<file path="src/rtl/button_conditioner_if.sv">
// Button bundle between the board pins and the conditioner: raw pins in,
// debounced level and press/repeat pulses out.
interface button_conditioner_if #(
  parameter int N_BTN = 5
);
  logic [N_BTN-1:0] btn_raw;
  logic [N_BTN-1:0] btn_level;
  logic [N_BTN-1:0] btn_pulse;

  modport master (output btn_raw, input btn_level, input btn_pulse);
  modport slave  (input btn_raw, output btn_level, output btn_pulse);
endinterface

</file>
<file path="src/rtl/button_conditioner.sv">
// Per-button synchronizer, counter debouncer and press/auto-repeat event FSM
// for the Temporizer push-buttons.
module button_conditioner #(
  parameter int               N_BTN        = 5,
  parameter int               DEBOUNCE_CYC = 1_000_000,
  parameter int               REPEAT_DLY   = 25_000_000,
  parameter int               REPEAT_PER   = 5_000_000,
  parameter logic [N_BTN-1:0] REPEAT_MASK  = 5'b00110
) (
  input logic                 clk,
  input logic                 rst,
  button_conditioner_if.slave bus
);

  localparam int DB_W  = (DEBOUNCE_CYC > 1) ? $clog2(DEBOUNCE_CYC) : 1;
  localparam int DLY_W = (REPEAT_DLY > 1) ? $clog2(REPEAT_DLY) : 1;
  localparam int PER_W = (REPEAT_PER > 1) ? $clog2(REPEAT_PER) : 1;
  localparam int REP_W = (DLY_W > PER_W) ? DLY_W : PER_W;

  localparam logic [DB_W-1:0]  DB_LAST  = DB_W'(DEBOUNCE_CYC - 1);
  localparam logic [REP_W-1:0] DLY_LAST = REP_W'(REPEAT_DLY - 1);
  localparam logic [REP_W-1:0] PER_LAST = REP_W'(REPEAT_PER - 1);

  typedef enum logic [1:0] {
    IDLE   = 2'd0,
    HOLD   = 2'd1,
    REPEAT = 2'd2,
    DONE   = 2'd3
  } state_t;

  logic [N_BTN-1:0] sync1, sync2;
  logic [N_BTN-1:0] level_q, level_d;
  logic [N_BTN-1:0] pulse_q, pulse_d;
  logic [DB_W-1:0]  db_cnt_q  [N_BTN];
  logic [DB_W-1:0]  db_cnt_d  [N_BTN];
  logic [REP_W-1:0] rep_cnt_q [N_BTN];
  logic [REP_W-1:0] rep_cnt_d [N_BTN];
  state_t           state_q   [N_BTN];
  state_t           state_d   [N_BTN];

  // The FSM looks at the next debounced level so the press pulse lands in the
  // same cycle the level first reads 1, and a release suppresses any tick.
  always_comb begin
    level_d = level_q;
    pulse_d = '0;
    for (int i = 0; i < N_BTN; i++) begin
      db_cnt_d[i]  = '0;
      rep_cnt_d[i] = rep_cnt_q[i];
      state_d[i]   = state_q[i];

      if (sync2[i] != level_q[i]) begin
        if (db_cnt_q[i] == DB_LAST) begin
          level_d[i] = sync2[i];
        end else begin
          db_cnt_d[i] = db_cnt_q[i] + DB_W'(1);
        end
      end

      if (!level_d[i]) begin
        state_d[i]   = IDLE;
        rep_cnt_d[i] = '0;
      end else begin
        case (state_q[i])
          IDLE: begin
            if (!level_q[i]) begin
              pulse_d[i]   = 1'b1;
              rep_cnt_d[i] = '0;
              state_d[i]   = REPEAT_MASK[i] ? HOLD : DONE;
            end
          end
          HOLD: begin
            if (rep_cnt_q[i] == DLY_LAST) begin
              pulse_d[i]   = 1'b1;
              rep_cnt_d[i] = '0;
              state_d[i]   = REPEAT;
            end else begin
              rep_cnt_d[i] = rep_cnt_q[i] + REP_W'(1);
            end
          end
          REPEAT: begin
            if (rep_cnt_q[i] == PER_LAST) begin
              pulse_d[i]   = 1'b1;
              rep_cnt_d[i] = '0;
            end else begin
              rep_cnt_d[i] = rep_cnt_q[i] + REP_W'(1);
            end
          end
          DONE: begin
            rep_cnt_d[i] = '0;
          end
          default: begin
            state_d[i]   = IDLE;
            rep_cnt_d[i] = '0;
          end
        endcase
      end
    end
  end

  always_ff @(posedge clk) begin
    if (rst) begin
      sync1   <= '0;
      sync2   <= '0;
      level_q <= '0;
      pulse_q <= '0;
      for (int i = 0; i < N_BTN; i++) begin
        db_cnt_q[i]  <= '0;
        rep_cnt_q[i] <= '0;
        state_q[i]   <= IDLE;
      end
    end else begin
      sync1   <= bus.btn_raw;
      sync2   <= sync1;
      level_q <= level_d;
      pulse_q <= pulse_d;
      for (int i = 0; i < N_BTN; i++) begin
        db_cnt_q[i]  <= db_cnt_d[i];
        rep_cnt_q[i] <= rep_cnt_d[i];
        state_q[i]   <= state_d[i];
      end
    end
  end

  assign bus.btn_level = level_q;
  assign bus.btn_pulse = pulse_q;

endmodule
</file>
<file path="src/flat_wrapper.sv">
// flat-port wrapper written by rule: the top's interface ports become plain ports
module button_conditioner_flat 
#(
  parameter int               N_BTN        = 5,
  parameter int               DEBOUNCE_CYC = 1_000_000,
  parameter int               REPEAT_DLY   = 25_000_000,
  parameter int               REPEAT_PER   = 5_000_000,
  parameter logic [N_BTN-1:0] REPEAT_MASK  = 5'b00110
)
  (clk, rst, bus_btn_raw, bus_btn_level, bus_btn_pulse);
  button_conditioner_if #(.N_BTN(N_BTN)) bus_i ();
  input logic clk;
  input logic rst;
  input wire logic [$bits(bus_i.btn_raw)-1:0] bus_btn_raw;
  output wire logic [$bits(bus_i.btn_level)-1:0] bus_btn_level;
  output wire logic [$bits(bus_i.btn_pulse)-1:0] bus_btn_pulse;
  assign bus_i.btn_raw = bus_btn_raw;
  assign bus_btn_level = bus_i.btn_level;
  assign bus_btn_pulse = bus_i.btn_pulse;
  button_conditioner #(.N_BTN(N_BTN), .DEBOUNCE_CYC(DEBOUNCE_CYC), .REPEAT_DLY(REPEAT_DLY), .REPEAT_PER(REPEAT_PER), .REPEAT_MASK(REPEAT_MASK)) u_core (.clk(clk), .rst(rst), .bus(bus_i));
endmodule
</file>
<file path="config.mk">
export PLATFORM = sky130hd
export DESIGN_NAME = button_conditioner_flat
export DESIGN_NICKNAME = d
export VERILOG_FILES = /design/src/rtl/button_conditioner_if.sv /design/src/rtl/button_conditioner.sv /design/src/flat_wrapper.sv
export SDC_FILE = /design/constraint.sdc
export NUM_CORES = 1
export LEC_CHECK = 0
export CORE_MARGIN = 5
export CORE_UTILIZATION = 50
export DETAILED_ROUTE_END_ITERATION = 16
export DONT_BUFFER_PORTS = 1
export GPL_ROUTABILITY_DRIVEN = 0
export PLACE_DENSITY = 0.75
export SYNTH_ARGS = -nofsm -noshare
export SYNTH_HDL_FRONTEND = slang
export SYNTH_SLANG_ARGS = --single-unit
</file>
<file path="constraint.sdc">
create_clock -name clk -period 2.9 [get_ports clk]
set_input_delay 0.435 -clock clk [delete_from_list [all_inputs] [get_ports clk]]
set_output_delay 0.435 -clock clk [all_outputs]
set_load 0.02 [all_outputs]
</file>
======== After elaboration in Yosys (flattened, before gate mapping) ========
Memories as Yosys holds them, arrays and structs flattened.
Cells that the tools add are included.
storage, ports and cells
  register bits after elaboration ......... 20
  bits in writable memories ............... 235
  input port bits ......................... 7
  output and inout port bits .............. 10
  logic and storage cells ................. 189
  memories kept ........................... 3
memory list
  name              words  bits a word  read ports  clocked after memory_dff  wr ports  RTL line                  source
  u_core.rep_cnt_q  5      25           5           0                         5         button_conditioner.sv:36  logic [REP_W-1:0] rep_cnt_q [N_BTN];
  u_core.db_cnt_q   5      20           5           0                         5         button_conditioner.sv:34  logic [DB_W-1:0] db_cnt_q [N_BTN];
  u_core.state_q    5      2            5           0                         5         button_conditioner.sv:38  state_t state_q [N_BTN];
operators by class
  add/subtract/negate cells ............... 10
  eq/ne operators ......................... 35
  muxes and demuxes ....................... 103
  bitwise gates (word level) .............. 20
  reduce and logical (&&, ||, !) cells .... 10
operators by type and width
  kind                                                                     number
  25-bit 2-to-1 mux                                                        25
  25-bit case mux with 4 select lines                                      5
  20-bit 2-to-1 mux                                                        15
  25-bit by 1-bit adder with 25-bit output, second input constant          5
  25-bit by 23-bit equality test with 1-bit output, second input constant  5
  25-bit equality test, second input constant                              5
  20-bit by 1-bit adder with 20-bit output, second input constant          5
  20-bit equality test, second input constant                              5
  2-bit 2-to-1 mux                                                         20
  1-bit 2-to-1 mux                                                         28
  2-bit equality test, second input constant                               10
  2-bit case mux with 2 select lines                                       5
  1-bit OR                                                                 15
  1-bit case mux with 3 select lines                                       5
  2-bit by 1-bit equality test with 1-bit output, second input constant    5
  2-bit logical NOT                                                        5
  2-bit OR reduction                                                       5
  1-bit != test                                                            5
  1-bit NOT                                                                5

======== Logic depth before layout (Yosys ltp) ========
Gate-level depths: netlist of the first run.
  word-level depth ........................ 5
  gate-level depth with buffers ........... 9
  mapped depth without buffers ............ 8

======== Least setup slack after synthesis of the first run ========
Ideal clock, no wire load.
  kind .................................... reg2reg
  start ................................... mem u_core.rep_cnt_q[0][6] in the netlist's numbering
  end ..................................... mem u_core.rep_cnt_q[0][6] in the netlist's numbering
  library setup time ...................... 134 ps
  data arrival time ....................... 2266 ps
  required time ........................... 2766 ps
  slack ................................... 500 ps
  stages on the path, launching flop included .. 9
  path buffers ............................ 2
  clock period less this slack ............ 2400 ps
  cells stage by stage .................... dfxtp_1 or4b_1 or4_4 nor4_4 o22ai_1 buf_6 buf_6 a21oi_1 a311oi_1
RTL lines
  item             RTL line
  start, declared  button_conditioner.sv:36

==> qor.csv, run 1 <==
stage,metric,value,unit
status,status,"finished, final reports clean",
clocking,clk buf depth,3,
layout,"Design Area, Final",13550,sq um
timing,Layout Skew,0.01868,ns
place,input/output buffers,0,
layout,Filler cells,2180,
critical_path,Slowest Stage Delay on Critical Path,0.54,ns
logic_synthesis,register area share after synthesis,41.45,%
pwr,leakage power figure,4.166,nW
clocking,root buffer cell,clkbuf_16,
place,DP HPWL,16180,um
critical_path,Buf/Inv on CP,1,
floorplanning,IO Pins,17,
timing,final hold violation count,0,
global_routing,gr busiest metal,met2,
critical_path,CP Launch Type,flop,
global_routing,GRT Total Usage,17.20,%
timing,setup violators final,0,
critical_path,CP arrival,3.02,ns
detailed_routing,DRT Pass-1 Iters,4,
pwr,sequential power share,50.6,%
critical_path,"Req. time, crit path",3.28,ns
layout,nets,1494,
logic_synthesis,cells after synthesis,1458,
detailed_routing,Iter 0 DRT Violations,603,
detailed_routing,DRT antenna net count,0,
timing,Final Critical Period,2.643,ns
timing,Max-slew headroom,48.41,%
global_routing,largest net degree at the start of global routing,36,
clocking,cts hold-fix bufs,3,
clocking,"Clk Latency, worst-skew pair",0.55,ns
logic_synthesis,Yosys cell types,63,
floorplanning,CORE AREA,24320,sq um
detailed_routing,total number of vias,10210,
pwr,Gate power share,0.4,%
run,Max Cap Viol,0,
logic_synthesis,Mean Syn Cell Area,8.448,sq um
pwr,Psw,1.475,mW
detailed_routing,Post-route DRC,0,
logic_synthesis,Most used DFF post-synth,dfxtp_1,
clocking,CTS sink cnt,255,
clocking,"Reg clk slew, reported paths",0.06,ns
floorplanning,Die Wd,167.0,um
critical_path,Crit Path Max Fanout,35,
floorplanning,row cnt,57,
global_routing,vias in the first global route,9608,
global_routing,initial antenna violation count,0,
pwr,Worst VDD drop,0.5255,mV
layout,"most common cell after layout, fill and taps aside",dfxtp_1,
critical_path,Worst path top cell family by delay,simple AND/OR/NAND/NOR gates,
pwr,internal power,5.474,mW
logic_synthesis,Synth Warn #,0,
critical_path,CP cell instances,or4b_1 -> or4_4 -> nor4_2 -> o22ai_2 -> buf_4 -> a41oi_1 -> a311oi_1,
logic_synthesis,Netlist Area Pre-Place,12320,sq um
floorplanning,Initial Utilization,50.65,%
hold_path,worst min path class,in -> reg,
timing,RSZ-0062 raised after global routing,no,
clocking,H-tree levels,1,
clocking,post-cts resize count,0,
place,area post-placement,12620,sq um
pwr,Clk network pwr share,49.0,%
floorplanning,die area,27870,sq um
layout,"commonest cells after routing, fill and taps aside","dfxtp_1 (255), nor2_1 (224), nand2_1 (146), nand3_1 (97), xor2_1 (82)",
global_routing,met3 Use GR,2.465,%
layout,layout cells sized above 1,6.161,%
global_routing,routing usage on met1,22.49,%
logic_synthesis,number of synthesized register bits,255,
critical_path,Crit-path slowest cell,or4b_1,
clocking,postcts setup bufs,0,
clocking,CTS tree,done,
place,"worst slack, placed",0.2712,ns
logic_synthesis,asr flop ratio synth,0,%
global_routing,first-pass GRT wire length,43130,um
logic_synthesis,Mapped Nets,1497,
timing,Tcrit/Tclk final,91.13,%
global_routing,GRT overflow,0,
timing,post-route setup slack,0.2573,ns
pwr,Sw Share,21.23,%
critical_path,Crit. End Element,flop,
floorplanning,Die Y,167.0,um
pwr,pwr dens,512.7,nW/um^2
critical_path,WS Path Type,reg -> reg,
detailed_routing,Total Wirelength,24650,um
logic_synthesis,"EDFF count, synth",0,
global_routing,GR Util met2,29.46,%
timing,f_max,378.4,MHz
detailed_routing,via density per instance,5.670,
layout,diodes inserted,0,
detailed_routing,Avg WL per Cell,13.68,um
timing,setup_tns,0,ns
timing,Slew Limit Fails,0,
timing,measured slew at the worst slew-check pin,0.7713,ns
layout,register area,5105,sq um
layout,multi-input combinational cell area,6843,sq um
layout,area delta synth->final,10.04,%
clocking,Num CTS Buffers,29,
-- cell families (layout without fill, tap and decap cells) --
kind of cell	count (synthesis)	in the layout	synth area share, %
compound gates	206	206	11.71
xor+xnor	137	137	9.742
fa+ha+maj	32	32	3.251
buf+inv	89	108	3.078
flops	255	255	41.45
mux	10	10	0.8229
simple gates	729	729	29.95
-- stage by stage --
| step | power (mW) | hold slack, ns | cells | util (%) |
|---|---|---|---|---|
| 2_1_floorplan | 3.614 | 0.4138 | 1458 | - |
| 3_3_place_gp | 3.615 | 0.4206 | 1745 | 51.91 |
| 3_5_place_dp | 3.616 | 0.4283 | 1745 | 51.91 |
| 4_1_cts | 7.050 | 0.0001500 | 1801 | 55.73 |
| 5_1_grt | 7.200 | 0.01582 | 1801 | 55.73 |
| 6_report | 6.949 | 0.02592 | 1801 | 55.73 |
-- registers in the layout (all words and copies together), names as in the netlist --
name	cells
u_core.bus.btn_pulse	5
u_core.bus.btn_level	5
u_core.db_cnt_q	100
u_core.rep_cnt_q	125
u_core.state_q	10
u_core.sync2	5
u_core.sync1	5
-- worst register-to-register path: cells and delay by family (launching register included) --
kind / cells / cell delay, ns
DFF: 1 / 0.36
buffers and inverters: 1 / 0.26
and+or+nand+nor: 3 / 1.42
AOI/OAI and AO/OA: 3 / 0.46
-- path summary, 6_finish.rpt --
path	slack, ns	from	to	cells after the start
setup / recovery	0.26	u_core.rep_cnt_q[0][6]$_SDFFE_PP0P_	u_core.rep_cnt_q[0][14]$_SDFFE_PP0P_	7
hold reg to reg	0.43	u_core.sync1[0]$_SDFF_PP0_	u_core.sync2[0]$_SDFF_PP0_	1
hold / removal	0.03	bus_btn_raw[4]	u_core.sync1[4]$_SDFF_PP0_	1
setup reg to reg	0.26	u_core.rep_cnt_q[0][6]$_SDFFE_PP0P_	u_core.rep_cnt_q[0][14]$_SDFFE_PP0P_	7
-- layer usage --
layer	wire (um)	vias to the layer above	part of all wire (%)
li1	-	5235	-
met1	11680	4772	47
met2	11430	151	46
met3	825	54	3.3
met4	701	0	2.8
met5	0	-	0
-- layout make-up --
| type | count | area share (%) |
|---|---|---|
| tap | 324 | 2.991 |
| timing repair buffer | 23 | 1.329 |
| clock buffer | 39 | 5.927 |
| sequential | 255 | 37.67 |
| clock inverter | 14 | 0.7109 |
| inverter | 32 | 0.8863 |
| multi-input combinational | 1114 | 50.49 |
-- cell usage after synthesis (32+ instances only) --
master | instances | share of area [%]
ha_1 | 32 | 3.3
inv_1 | 32 | 0.98
xor2_1 | 82 | 5.8
nand2_1 | 146 | 4.4
a21oi_1 | 52 | 2.1
xnor2_1 | 55 | 3.9
a311oi_1 | 57 | 4.1
clkbuf_1 | 45 | 1.4
dfxtp_1 | 255 | 41
nor2_1 | 224 | 6.8
nand4_1 | 45 | 2.3
and3_1 | 43 | 2.2
nand3_1 | 97 | 3.9
-- power groups by stage --
stage,combinational [mW],clock [mW],sequential (mW)
after floorplan,0.0213,0,3.59
after global placement,0.0220,0,3.59
after detailed placement,0.0222,0,3.59
after CTS,0.0299,3.50,3.52
after global routing,0.0333,3.65,3.51
final,0.0295,3.40,3.52
Power figures use the tool's default switching activity.
==> run 2, diff against run 1 <==
CELL_PAD_IN_SITES_DETAIL_PLACEMENT = 1   (was default)
CELL_PAD_IN_SITES_GLOBAL_PLACEMENT = 2   (was default)
CORE_UTILIZATION = 40   (was 50)
PLACE_DENSITY = 0.9   (was 0.75)
==> run 2 against run 1 <==
Net effect:
- register-to-register slack lost 0.13 ns
- design area grew 2.8%
- sequential cell count is the same
- sequential power is essentially flat
- cell count grew 4.4%
- clock skew shrank 0.0026 ns
- clock-buffer cell count grew 4
- clock power grew 22%
- via count grew 2.9%
- critical path type unchanged
- setup slack lost 0.13 ns
- highest routed layer unchanged
- maximum frequency shrank 4.6%
- die area grew 23%
==> qor.csv, run 2 (same netlist as run 1, synthesis figures left out) <==
stage,metric,value,unit,change
layout,max FFs per register,125,,unchanged
timing,measured slew at the worst slew-check pin,0.7324,ns,-0.03896 ns
timing,setup violators final,0,,unchanged
layout,diodes inserted,0,,unchanged
detailed_routing,Total Wirelength,29580,um,+20%
layout,layout cells sized above 1,6.869,%,+0.71 points
critical_path,CP arrival,3.16,ns,+0.14 ns
critical_path,Crit-path slowest cell,or4b_1,,
layout,register area,5105,sq um,unchanged
pwr,Tot Pwr,7.707,mW,+11%
layout,area delta synth->final,13.06,%,
pwr,pwr dens,553.4,nW/um^2,+7.9%
timing,setup_tns,0,ns,unchanged
detailed_routing,Post-route DRC,0,,unchanged
detailed_routing,DRT antenna net count,0,,unchanged
run,Max Cap Viol,0,,unchanged
clocking,clk buf depth,3,,unchanged
layout,"commonest cells after routing, fill and taps aside","dfxtp_1 (255), nor2_1 (224), nand2_1 (146), nand3_1 (97), xor2_1 (82)",,
clocking,H-tree levels,1,,unchanged
critical_path,Worst path top cell family by delay,simple AND/OR/NAND/NOR gates,,
timing,Layout Skew,0.01610,ns,-0.002577 ns
detailed_routing,Iter 0 DRT Violations,524,,-13%
clocking,postcts setup bufs,0,,unchanged
floorplanning,CORE AREA,30510,sq um,+25%
floorplanning,IO Pins,17,,unchanged
place,"worst slack, placed",0.1554,ns,-0.1158 ns
critical_path,WS Path Type,reg -> reg,,
status,status,"finished, final reports clean",,
floorplanning,Initial Utilization,40.37,%,-10 points
clocking,Num CTS Buffers,30,,+3.4%
floorplanning,row cnt,64,,+12%
floorplanning,Die Y,185.5,um,+11%
critical_path,"Req. time, crit path",3.29,ns,about the same
critical_path,reg-to-reg startpoint,u_core.rep_cnt_q[0][6]$_SDFFE_PP0P_,,
detailed_routing,DRT Pass-1 Iters,6,,+2
global_routing,GRT overflow,0,,unchanged
timing,post-route setup slack,0.1308,ns,-0.1265 ns
clocking,root buffer cell,clkbuf_16,,
global_routing,first-pass GRT wire length,51380,um,+19%
place,input/output buffers,0,,unchanged
timing,f_max,361.1,MHz,-4.6%
floorplanning,die area,34400,sq um,+23%
hold_path,Hold Path Cell Cnt,1,,unchanged
critical_path,CP Launch Type,flop,,
critical_path,worst-case reg-to-reg path depth,7,,unchanged
critical_path,Buf/Inv on CP,1,,unchanged
layout,multi-input combinational cell area,6883,sq um,+0.59%
hold_path,worst min path class,in -> reg,,
critical_path,CP cell instances,or4b_1 -> or4_4 -> nor4_2 -> o22ai_2 -> buf_4 -> a41oi_1 -> a311oi_1,,
floorplanning,Die Wd,185.5,um,+11%
clocking,CTS sink cnt,255,,unchanged
critical_path,Crit. End Element,flop,,
timing,Final Critical Period,2.769,ns,+0.1265 ns
clocking,"Clk Latency, worst-skew pair",0.56,ns,about the same
layout,"most common cell after layout, fill and taps aside",dfxtp_1,,
place,DP HPWL,19560,um,+21%
global_routing,largest net degree at the start of global routing,49,,+36%
layout,Largest regs,"u_core.rep_cnt_q x125, u_core.db_cnt_q x100, u_core.state_q x10",,
detailed_routing,via density per instance,5.588,,-1.4%
timing,RSZ-0062 raised after global routing,no,,
layout,utilization after layout,45.64,%,-10 points
pwr,Worst VDD drop,0.4305,mV,-18%
global_routing,initial antenna violation count,0,,unchanged
timing,Tcrit/Tclk final,95.49,%,+4.4 points
global_routing,GRT Total Usage,17.21,%,about the same
global_routing,vias in the first global route,10690,,+11%
hold_path,Worst Min Path Start,bus_btn_raw[0],,
layout,nets,1500,,+0.40%
critical_path,R2R setup slack,0.13,ns,-0.13 ns
pwr,leakage power figure,4.293,nW,+3.0%
critical_path,Slowest Stage Delay on Critical Path,0.55,ns,about the same
clocking,CTS tree,done,,
layout,Biggest register,u_core.rep_cnt_q,,
critical_path,FF-to-FF End,u_core.rep_cnt_q[0][14]$_SDFFE_PP0P_,,
detailed_routing,Avg WL per Cell,15.73,um,+15%
timing,Slew Limit Fails,0,,unchanged
timing,Max-slew headroom,51.06,%,+2.6 points
detailed_routing,total number of vias,10510,,+2.9%
timing,final hold violation count,0,,unchanged
layout,Filler cells,3608,,+66%
clocking,"Reg clk slew, reported paths",0.06,ns,about the same
hold_path,hold path endpoint,u_core.sync1[0]$_SDFF_PP0_,,
critical_path,Crit Path Max Fanout,47,,+34%
run 2: final cells by class:
cell class                      instances  area share, %
Inverter                               32         0.8625
Multi-Input combinational cell       1115          49.42
Tap cell                              396          3.558
Sequential cell                       255          36.66
Clock buffer                           43          6.397
Timing Repair Buffer                   27          1.509
Clock inverter                         13          1.590
run 2: through the flow:
step	area (sq um)	hold slack, ns	instances
2_1_floorplan	12320	0.4138	1458
3_3_place_gp	12750	0.4236	1821
3_5_place_dp	12750	0.4258	1821
4_1_cts	13890	0.001488	1880
5_1_grt	13930	0.02020	1881
6_report	13930	0.02598	1881
run 2: power breakdown:
part	switching (mW)	internal, mW	leakage (nW)
clock	1.50	2.66	0.547
combinational	0.0183	0.0114	1.69
sequential	0.00508	3.51	2.06
run 2: worst max path at each step:
stage                                    startpoint                              endpoint  slack, ns  depth (start not counted)
3_3_place_gp    u_core.rep_cnt_q[0][6]$_SDFFE_PP0P_   u_core.rep_cnt_q[0][4]$_SDFFE_PP0P_       0.26                          7
5_1_grt         u_core.rep_cnt_q[0][6]$_SDFFE_PP0P_  u_core.rep_cnt_q[0][14]$_SDFFE_PP0P_       0.02                          7
6_report        u_core.rep_cnt_q[0][6]$_SDFFE_PP0P_  u_core.rep_cnt_q[0][14]$_SDFFE_PP0P_       0.13                          7
4_1_cts        u_core.rep_cnt_q[0][25]$_SDFFE_PP0P_  u_core.rep_cnt_q[0][47]$_SDFFE_PP0P_       0.09                          7
3_5_place_dp    u_core.rep_cnt_q[0][6]$_SDFFE_PP0P_   u_core.rep_cnt_q[0][4]$_SDFFE_PP0P_       0.16                          7
2_1_floorplan   u_core.rep_cnt_q[0][6]$_SDFFE_PP0P_   u_core.rep_cnt_q[0][6]$_SDFFE_PP0P_       0.50                          8
run 2: layer usage:
metal | up-vias | routed length, um | track usage [%] | part of all wire (%)
met5 | - | 0 | 0 | 0
met4 | 0 | 593 | 4.257 | 2.0
met3 | 37 | 650 | 2.150 | 2.2
met2 | 68 | 14290 | 29.74 | 48
met1 | 5187 | 14050 | 22.93 | 47
li1 | 5219 | - | - | -
run 2: worst register-to-register path, cell delays in order, from the launching register on:
cell and delay, ns:
dfxtp_1 0.36, or4b_1 0.55, or4_4 0.53, nor4_2 0.40, o22ai_2 0.14, buf_4 0.29
a41oi_1 0.26, a311oi_1 0.07
run 2: timing repair:
item                                    CTS  global route
hold endpoints to repair                 10             0
endpoints found under the setup margin    0            29
resized for setup                         0             4
hold buffers                              3             0
==> run 3, diff against run 2 <==
--- a/config.mk
+++ b/config.mk
@@ -15,2 +15,3 @@
 export PLACE_DENSITY = 0.9
+export SLEW_MARGIN = 20
 export SYNTH_ARGS = -nofsm -noshare
--- a/constraint.sdc
+++ b/constraint.sdc
@@ -3,2 +3,2 @@
 set_output_delay 0.435 -clock clk [all_outputs]
-set_load 0.02 [all_outputs]
+set_load 0.1 [all_outputs]
==> run 3 against run 2 <==
Net effect:
- wire length down 1.6%
- clock skew fell by 0.0043 ns
- sequential cell count unchanged
- via count decreased by 0.83%
- sequential power about the same
- critical path type unchanged
- register-to-register slack gained 0.08 ns
- largest cell class unchanged
- global-route usage is 0.21 points lower
- critical path depth did not move
- design area shrank 0.86%
- total power down 6.5%
==> qor.csv, run 3 (same netlist as run 1, synthesis figures left out) <==
stage,metric,value,unit,change
status,status,"finished, final reports clean",,
detailed_routing,DRT antenna net count,0,,unchanged
clocking,CTS tree,done,,
critical_path,critical path launch point,u_core.rep_cnt_q[0][6]$_SDFFE_PP0P_,,
detailed_routing,Iter 0 DRT Violations,399,,-24%
layout,area delta synth->final,12.09,%,
global_routing,largest net degree at the start of global routing,49,,unchanged
place,area post-placement,12780,sq um,+0.22%
floorplanning,IO Pins,17,,unchanged
global_routing,first-pass GRT wire length,50870,um,-0.98%
clocking,H-tree levels,1,,unchanged
timing,final hold violation count,0,,unchanged
layout,"Design Area, Final",13810,sq um,-0.86%
floorplanning,row cnt,64,,unchanged
timing,Final Critical Period,2.694,ns,-0.07501 ns
detailed_routing,DRT Pass-1 Iters,4,,-2
timing,Tcrit/Tclk final,92.90,%,-2.6 points
floorplanning,CORE AREA,30510,sq um,unchanged
timing,RSZ-0062 raised after global routing,no,,
place,input/output buffers,0,,unchanged
layout,Final Instance Count excl. Fillers,1880,,-0.053%
timing,Layout Skew,0.01181,ns,-0.004295 ns
layout,Largest regs,"u_core.rep_cnt_q x125, u_core.db_cnt_q x100, u_core.state_q x10",,
clocking,root buffer cell,clkbuf_16,,
timing,worst hold slack,0.03428,ns,+0.008300 ns
timing,Slew Limit Fails,0,,unchanged
global_routing,GRT Total Usage,17.00,%,-0.21 points
critical_path,Crit. End Element,flop,,
timing,setup violators final,0,,unchanged
clocking,CTS sink cnt,255,,unchanged
clocking,"Reg clk slew, reported paths",0.07,ns,about the same
pwr,Worst VDD drop,0.4067,mV,-5.5%
floorplanning,Die Y,185.5,um,unchanged
hold_path,worst min path class,in -> reg,,
place,DP HPWL,19370,um,-0.94%
timing,Max-slew headroom,33.79,%,-17 points
layout,layout cells sized above 1,6.739,%,-0.13 points
floorplanning,Initial Utilization,40.37,%,unchanged
layout,diodes inserted,0,,unchanged
detailed_routing,Post-route DRC,0,,unchanged
pwr,leakage power figure,4.236,nW,-1.3%
clocking,Num CTS Buffers,29,,-3.3%
layout,register area,5105,sq um,unchanged
layout,Filler cells,3628,,+0.55%
detailed_routing,via density per instance,5.545,,-0.77%
global_routing,GRT overflow,0,,unchanged
detailed_routing,total number of vias,10420,,-0.83%
layout,Biggest register,u_core.rep_cnt_q,,
global_routing,vias in the first global route,10700,,+0.065%
floorplanning,die area,34400,sq um,unchanged
clocking,postcts setup bufs,0,,unchanged
layout,"commonest cells after routing, fill and taps aside","dfxtp_1 (255), nor2_1 (224), nand2_1 (146), nand3_1 (97), xor2_1 (82)",,
place,placed cells,1823,,+0.11%
critical_path,WS Path Type,reg -> reg,,
critical_path,Crit-path slowest cell,or4_4,,
timing,measured slew at the worst slew-check pin,0.9917,ns,+0.2594 ns
layout,multi-input combinational cell area,6874,sq um,-0.13%
floorplanning,Die Wd,185.5,um,unchanged
critical_path,CP arrival,3.08,ns,-0.08 ns
layout,max FFs per register,125,,unchanged
critical_path,CP cell instances,or4b_1 -> or4_4 -> nor4_4 -> o22ai_4 -> buf_12 -> a41oi_1 -> a311oi_1,,
critical_path,CP Launch Type,flop,,
detailed_routing,Avg WL per Cell,15.49,um,-1.5%
critical_path,Crit Path Max Fanout,27,,-43%
pwr,pwr dens,521.7,nW/um^2,-5.7%
hold_path,Worst Min Path Start,bus_btn_raw[3],,
critical_path,reg-to-reg startpoint,u_core.rep_cnt_q[0][6]$_SDFFE_PP0P_,,
clocking,clk buf depth,3,,unchanged
pwr,Tot Pwr,7.202,mW,-6.5%
detailed_routing,Total Wirelength,29120,um,-1.6%
timing,f_max,371.2,MHz,+2.8%
global_routing,initial antenna violation count,0,,unchanged
layout,"most common cell after layout, fill and taps aside",dfxtp_1,,
layout,nets,1502,,+0.13%
critical_path,"Req. time, crit path",3.28,ns,about the same
timing,setup_tns,0,ns,unchanged
clocking,"Clk Latency, worst-skew pair",0.55,ns,about the same
run,Max Cap Viol,0,,unchanged
critical_path,Slowest Stage Delay on Critical Path,0.54,ns,about the same
==> run 3: cell type report <==
class	instances	area share, %
repair buffers	31	1.903
clock inverters	16	1.205
flip-flops and latches	255	36.98
multi-input cells	1114	49.79
well taps	396	3.589
inverters	32	0.8700
clock buffers	36	5.664
==> run 3: report_power, final <==
group / total, mW / internal, mW / switching [mW] / leakage [nW]
registers: 3.52 / 3.51 / 0.00489 / 2.06
clock network: 3.65 / 2.17 / 1.48 / 0.466
logic: 0.0308 / 0.0123 / 0.0185 / 1.72
==> run 3: stage by stage <==
step | worst slack (ns) | util (%)
finish | 0.2058 | 45.25
global route | 0.01894 | 45.25
floorplan | 0.3464 | -
CTS | 0.1533 | 45.12
detailed placement | 0.1788 | 41.88
global placement | 0.2274 | 41.88
==> run 3: metal layers <==
layer  up-vias  track usage [%]  wire length (um)
met1      5101            22.53             14010
met2        66            29.43             13950
met5         -                0                 0
met4         0            3.934               446
met3        34            2.423               714
li1       5223                -                 -
==> run 3: worst paths after layout <==
kind / endpoint / slack [ns] / cells past startpoint
max: u_core.rep_cnt_q[0][14]$_SDFFE_PP0P_ / 0.21 / 7
min: u_core.sync1[3]$_SDFF_PP0_ / 0.03 / 1
max reg2reg: u_core.rep_cnt_q[0][14]$_SDFFE_PP0P_ / 0.21 / 7
min reg2reg: u_core.sync2[2]$_SDFF_PP0_ / 0.44 / 1
==> run 3: repair_timing <==
item / 4_1_cts / 5_1_grt
resized for setup: 0 / 3
endpoints found under the hold margin: 10 / 0
setup endpoints to repair: 0 / 2
hold buffers: 4 / 0
==> run 3: worst max-delay path, delay by kind of cell (launching register included) <==
family / cells / cell delay, ns
AOI/OAI and AO/OA: 3 / 0.48
DFF: 1 / 0.35
and+or+nand+nor: 3 / 1.48
buffers and inverters: 1 / 0.21
